## src/rtl/key_lock_pkg.sv

```systemverilog
// Shared types and defaults for the serial key-code lock interface (sender and lock side).
package key_lock_pkg;

  typedef enum logic [1:0] {IDLE, SEND, WAIT, GAP} state_t;

  localparam int unsigned DEF_CODE_LEN  = 3;
  localparam int unsigned DEF_TIMEOUT   = 4;
  localparam int unsigned DEF_MAX_RETRY = 2;
  localparam int unsigned DEF_GAP_LEN   = 2;

  localparam int unsigned CODE_W = DEF_CODE_LEN;

endpackage

```

## src/rtl/key_shift_out.sv

```systemverilog
// Loadable MSB-first shift register feeding the serial key line, with bit counter and last-bit flag.
module key_shift_out
  import key_lock_pkg::*;
#(
  parameter int unsigned CODE_LEN = CODE_W
) (
  input  logic                clk,
  input  logic                reset,
  input  logic                load,
  input  logic                shift,
  input  logic [CODE_LEN-1:0] data,
  output logic                head,
  output logic                last_bit
);

  localparam int unsigned BIT_W = $clog2(CODE_LEN) + 1;

  logic [CODE_LEN-1:0] shreg;
  logic [BIT_W-1:0]    bit_cnt;

  // The MSB is driven onto key by the caller at load time, so only the remaining bits are kept
  always_ff @(posedge clk or negedge reset) begin
    if (!reset) begin
      shreg   <= '0;
      bit_cnt <= '0;
    end else if (load) begin
      shreg   <= data << 1;
      bit_cnt <= '0;
    end else if (shift) begin
      shreg   <= shreg << 1;
      bit_cnt <= bit_cnt + BIT_W'(1);
    end
  end

  assign head     = shreg[CODE_LEN-1];
  assign last_bit = (bit_cnt == BIT_W'(CODE_LEN - 1));

endmodule

```

## src/rtl/key_sequence_sender.sv

```systemverilog
// Serial key-code transmitter with bounded unlock wait and retries.
// Optional abort input enabled by defining KEY_SENDER_ABORT_EN.
module key_sequence_sender
  import key_lock_pkg::*;
#(
  parameter int unsigned CODE_LEN  = CODE_W,
  parameter int unsigned TIMEOUT   = DEF_TIMEOUT,
  parameter int unsigned MAX_RETRY = DEF_MAX_RETRY,
  parameter int unsigned GAP_LEN   = DEF_GAP_LEN
) (
  input  logic                clk,
  input  logic                reset,
  input  logic                start,
  input  logic [CODE_LEN-1:0] code,
  input  logic                lock_in,
`ifdef KEY_SENDER_ABORT_EN
  input  logic                abort,
`endif
  output logic                key,
  output logic                busy,
  output logic                done,
  output logic                fail
);

  localparam int unsigned TMO_W = $clog2(TIMEOUT) + 1;
  localparam int unsigned RTY_W = $clog2(MAX_RETRY + 1) + 1;
  localparam int unsigned GAP_W = $clog2(GAP_LEN) + 1;

  state_t              state;
  logic [CODE_LEN-1:0] code_q;
  logic [TMO_W-1:0]    tmo_cnt;
  logic [RTY_W-1:0]    retry_cnt;
  logic [GAP_W-1:0]    gap_cnt;

  logic                gap_last;
  logic                load;
  logic                shift;
  logic                head;
  logic                last_bit;
  logic                abort_hit;
  logic [CODE_LEN-1:0] load_data;

`ifdef KEY_SENDER_ABORT_EN
  assign abort_hit = abort && (state != IDLE);
`else
  assign abort_hit = 1'b0;
`endif

  assign gap_last  = (gap_cnt == GAP_W'(GAP_LEN - 1));
  assign load      = ((state == IDLE) && start) || ((state == GAP) && gap_last);
  assign shift     = (state == SEND) && !last_bit;
  assign load_data = (state == IDLE) ? code : code_q;

  key_shift_out #(
    .CODE_LEN (CODE_LEN)
  ) u_shift (
    .clk      (clk),
    .reset    (reset),
    .load     (load),
    .shift    (shift),
    .data     (load_data),
    .head     (head),
    .last_bit (last_bit)
  );

  always_ff @(posedge clk or negedge reset) begin
    if (!reset) begin
      state     <= IDLE;
      code_q    <= '0;
      tmo_cnt   <= '0;
      retry_cnt <= '0;
      gap_cnt   <= '0;
      key       <= 1'b0;
      busy      <= 1'b0;
      done      <= 1'b0;
      fail      <= 1'b0;
    end else begin
      done <= 1'b0;
      fail <= 1'b0;
      if (abort_hit) begin
        state <= IDLE;
        key   <= 1'b0;
        busy  <= 1'b0;
      end else begin
        case (state)
          IDLE: begin
            if (start) begin
              code_q    <= code;
              retry_cnt <= '0;
              key       <= code[CODE_LEN-1];
              busy      <= 1'b1;
              state     <= SEND;
            end
          end
          SEND: begin
            if (last_bit) begin
              key     <= 1'b0;
              tmo_cnt <= '0;
              state   <= WAIT;
            end else begin
              key <= head;
            end
          end
          WAIT: begin
            if (lock_in) begin
              done  <= 1'b1;
              busy  <= 1'b0;
              state <= IDLE;
            end else if (tmo_cnt == TMO_W'(TIMEOUT - 1)) begin
              if (retry_cnt < RTY_W'(MAX_RETRY)) begin
                retry_cnt <= retry_cnt + RTY_W'(1);
                gap_cnt   <= '0;
                state     <= GAP;
              end else begin
                fail  <= 1'b1;
                busy  <= 1'b0;
                state <= IDLE;
              end
            end else begin
              tmo_cnt <= tmo_cnt + TMO_W'(1);
            end
          end
          GAP: begin
            // Last gap cycle restarts the burst exactly like an accepted start
            if (gap_last) begin
              key   <= code_q[CODE_LEN-1];
              state <= SEND;
            end else begin
              gap_cnt <= gap_cnt + GAP_W'(1);
            end
          end
          default: state <= IDLE;
        endcase
      end
    end
  end

endmodule

```

## config.mk

```make
export PLATFORM = sky130hd
export DESIGN_NAME = key_sequence_sender
export DESIGN_NICKNAME = d
export VERILOG_FILES = /design/src/rtl/key_lock_pkg.sv /design/src/rtl/key_shift_out.sv /design/src/rtl/key_sequence_sender.sv
export SDC_FILE = /design/constraint.sdc
export NUM_CORES = 1
export LEC_CHECK = 0
export CAP_MARGIN = 20
export CORE_MARGIN = 2
export CORE_UTILIZATION = 63
export CTS_BUF_LIST = sky130_fd_sc_hd__clkbuf_4 sky130_fd_sc_hd__clkbuf_8
export DETAILED_ROUTE_END_ITERATION = 8
export GPL_TIMING_DRIVEN = 0
export PLACE_DENSITY = 0.86
export SLEW_MARGIN = 25
export SYNTH_ARGS = -nofsm -noshare
export SYNTH_HDL_FRONTEND = slang
export SYNTH_HIERARCHICAL = 1
export SYNTH_SLANG_ARGS = --single-unit
```

## constraint.sdc

```tcl
create_clock -name clk -period 3.05 [get_ports clk]
set_input_delay 0.7625 -clock clk [delete_from_list [all_inputs] [get_ports clk]]
set_output_delay 0.7625 -clock clk [all_outputs]
set_load 0.01 [all_outputs]
```

==> summary.md <==
| Metric | Value |
|---|---|
| CTS tree | `yes` |
| Critical path, cell by cell | `clkdlybuf4s50_1, or4b_4, mux2_4, a221o_1` |
| Placer's final routability congestion estimate | `0.784` |
| Total GRT Usage | `23.3%` |
| Lkg Pwr | `0.670 nW` |
| Startpoint Class | `input pin` |
| Hold Fails Final Rpt | `0` |
| Post-Syn Instances | `114` |
| DRT Pass-1 Iters | `4` |
| Met1 WL | `1140 um` |
| Initial antenna violation count | `0` |
| Nets | `148` |
| Die H | `48.8 um` |
| Inserted Diodes | `0` |
| Mapped cell area | `1270 um^2` |
| Final total power | `0.00119 W` |
| Hold crit path type | `in -> async` |
| Status | `completed` |
| Final Non-Filler Cells | `154` |
| Worst Max-Slew Pin Slew | `849 ps` |
| Crit. path cell count | `4` |
| Worst-skew pair later-pin latency | `310 ps` |
| Root buf cell | `clkbuf_4` |
| Routed WL | `2330 um` |
| DR WL met2 | `1090 um` |
| Max-cap viol count | `0` |
| Grt ovf | `0` |
| Fin util | `73.8%` |
| Vias after detailed routing | `871` |
| Cell family contributing the most delay on the critical path | `simple AND/OR/NAND/NOR gates` |
| Drt via density | `5.66` |
| Reg-to-Reg End | `gap_cnt[0]` |
| Reg2reg path depth | `5` |
| Clock tree buffer depth | `2` |
| Post-CTS Setup Bufs | `0` |
| Antenna viol nets, final | `0` |
| Rows | `16` |
| Clock sink count | `22` |
| Crit path arrival time | `2420 ps` |
| Crit path max fanout | `6` |
| Fraction of layout cells with a size suffix above 1 | `15.0%` |
| IO Count | `11` |
| Synth Area per Inst | `11.1 um^2` |
| Most frequent cells in the layout | `22 x dfrtp_1, 12 x ha_1, 9 x clkdlybuf4s50_1` |
| DRC Markers | `0` |
| # H-tree levels | `1` |
| RSZ-0062 raised after global routing | `no` |
| Cts bufs inserted | `3` |
| RR Startpoint | `tmo_cnt[0]` |
| Post-Syn Nets | `133` |
| DR WL/cell | `15.1 um` |
| Slowest-stage cell, CP | `or4b_4` |
| Max Fclk | `452 MHz` |
| Most common cell after layout, fill and taps aside | `dfrtp_1` |
| Crit share post-route | `72.5%` |
| Core Area | `1920 um^2` |
| Die Wd | `48.8 um` |
| CP peak stage delay | `540 ps` |
| Final Setup Violations | `0` |
| Placed insts | `151` |
| Total Neg Setup Slack | `0 ps` |
| Slew Limit Headroom | `42.6%` |
| Worst VDD drop | `0.000623 V` |
| YS warnings | `6` |
| PwrDens | `842 nW/um^2` |
| Met3 WL post-DR | `58 um` |
| Worst setup path class | `in -> reg` |
| Data required, critical path | `3260 ps` |
| CTS clk-pin slew, worst paths | `120 ps` |
| Reg2Reg Setup Slack | `1060 ps` |
| CTS Hold Bufs | `0` |
| Initial DRC Count | `9` |
| Post-DP HPWL | `1770 um` |
| Layout overhead on the synthesized area | `12.0%` |
| Crit path time final | `2210 ps` |
| Uppermost layer routed | `met4` |
| Slew Limit Fails | `0` |
| First-pass GRT wire length | `4220 um` |
| CP Buf/Inv Count | `1` |
| Post_cts resized | `0` |
| Fin Clk Skew | `2.88 ps` |
| Critical Path End Type | `register` |
| Starting Density | `65.9%` |
| # fillers | `141` |
| Largest net degree at the start of global routing | `23` |
| Die ar. | `2380 um^2` |
| Vias in the first global route | `933` |
| Setup crit start | `lock_in` |
| Worst setup endpoint | `gap_cnt[0]` |
| Number of buffers added on ports | `10` |
==> worst register-to-register path, cell delays in order, from the launching register on <==
cell and delay, ps:
dfrtp_1 380, ha_1 190, ha_1 210, or4b_4 500, mux2_4 280, a221o_1 340
==> final cells by class <==
cell class,count,area [um^2],area share [%]
inverters,8,30.0,2.12
plain buffers,3,26.3,1.85
multi-input cells,81,659,46.5
repair buffers,10,95.1,6.71
well taps,27,33.8,2.38
clock buffers,3,22.5,1.59
flip-flops and latches,22,551,38.8
==> sequential cells by signal, summed over array words and instances, names as in the netlist <==
name,flops
code_q,3
retry_cnt,3
tmo_cnt,3
u_shift/bit_cnt,3
gap_cnt,2
state,2
u_shift/shreg,2
busy,1
done,1
fail,1
key,1
==> report_power, final <==
part           internal [W]  switching [W]  leakage, nW  total [W]
Combinational      0.000309       0.000294        0.373   0.000604
Clock             0.0000463      0.0000876       0.0138   0.000134
Sequential         0.000388      0.0000682        0.283   0.000456
Total              0.000744       0.000450        0.670    0.00119
==> through the flow <==
step | worst slack, ps | instance area (um^2) | hold WS, ps
2_1_floorplan | 1090 | 1270 | 457
3_3_place_gp | 535 | 1400 | 477
3_5_place_dp | 502 | 1400 | 483
4_1_cts | 845 | 1420 | 510
5_1_grt | 814 | 1420 | 423
6_report | 839 | 1420 | 390
==> worst min path at each step <==
stage                  from                  to  slack, ps  cells after the start
6_report              reset  u_shift/bit_cnt[0]        390                      1
3_5_place_dp     gap_cnt[1]          gap_cnt[1]        480                      1
3_3_place_gp     gap_cnt[1]          gap_cnt[1]        480                      1
2_1_floorplan  retry_cnt[0]        retry_cnt[0]        460                      1
5_1_grt               reset  u_shift/bit_cnt[0]        420                      1
4_1_cts          gap_cnt[1]          gap_cnt[1]        510                      1
==> routing by layer <==
metal	up-vias	GRT usage (%)
met5	-	0
met4	0	11.0
met3	5	4.29
met2	11	37.7
met1	426	30.5
li1	429	-
No activity file was read; power rests on OpenSTA's default activity.
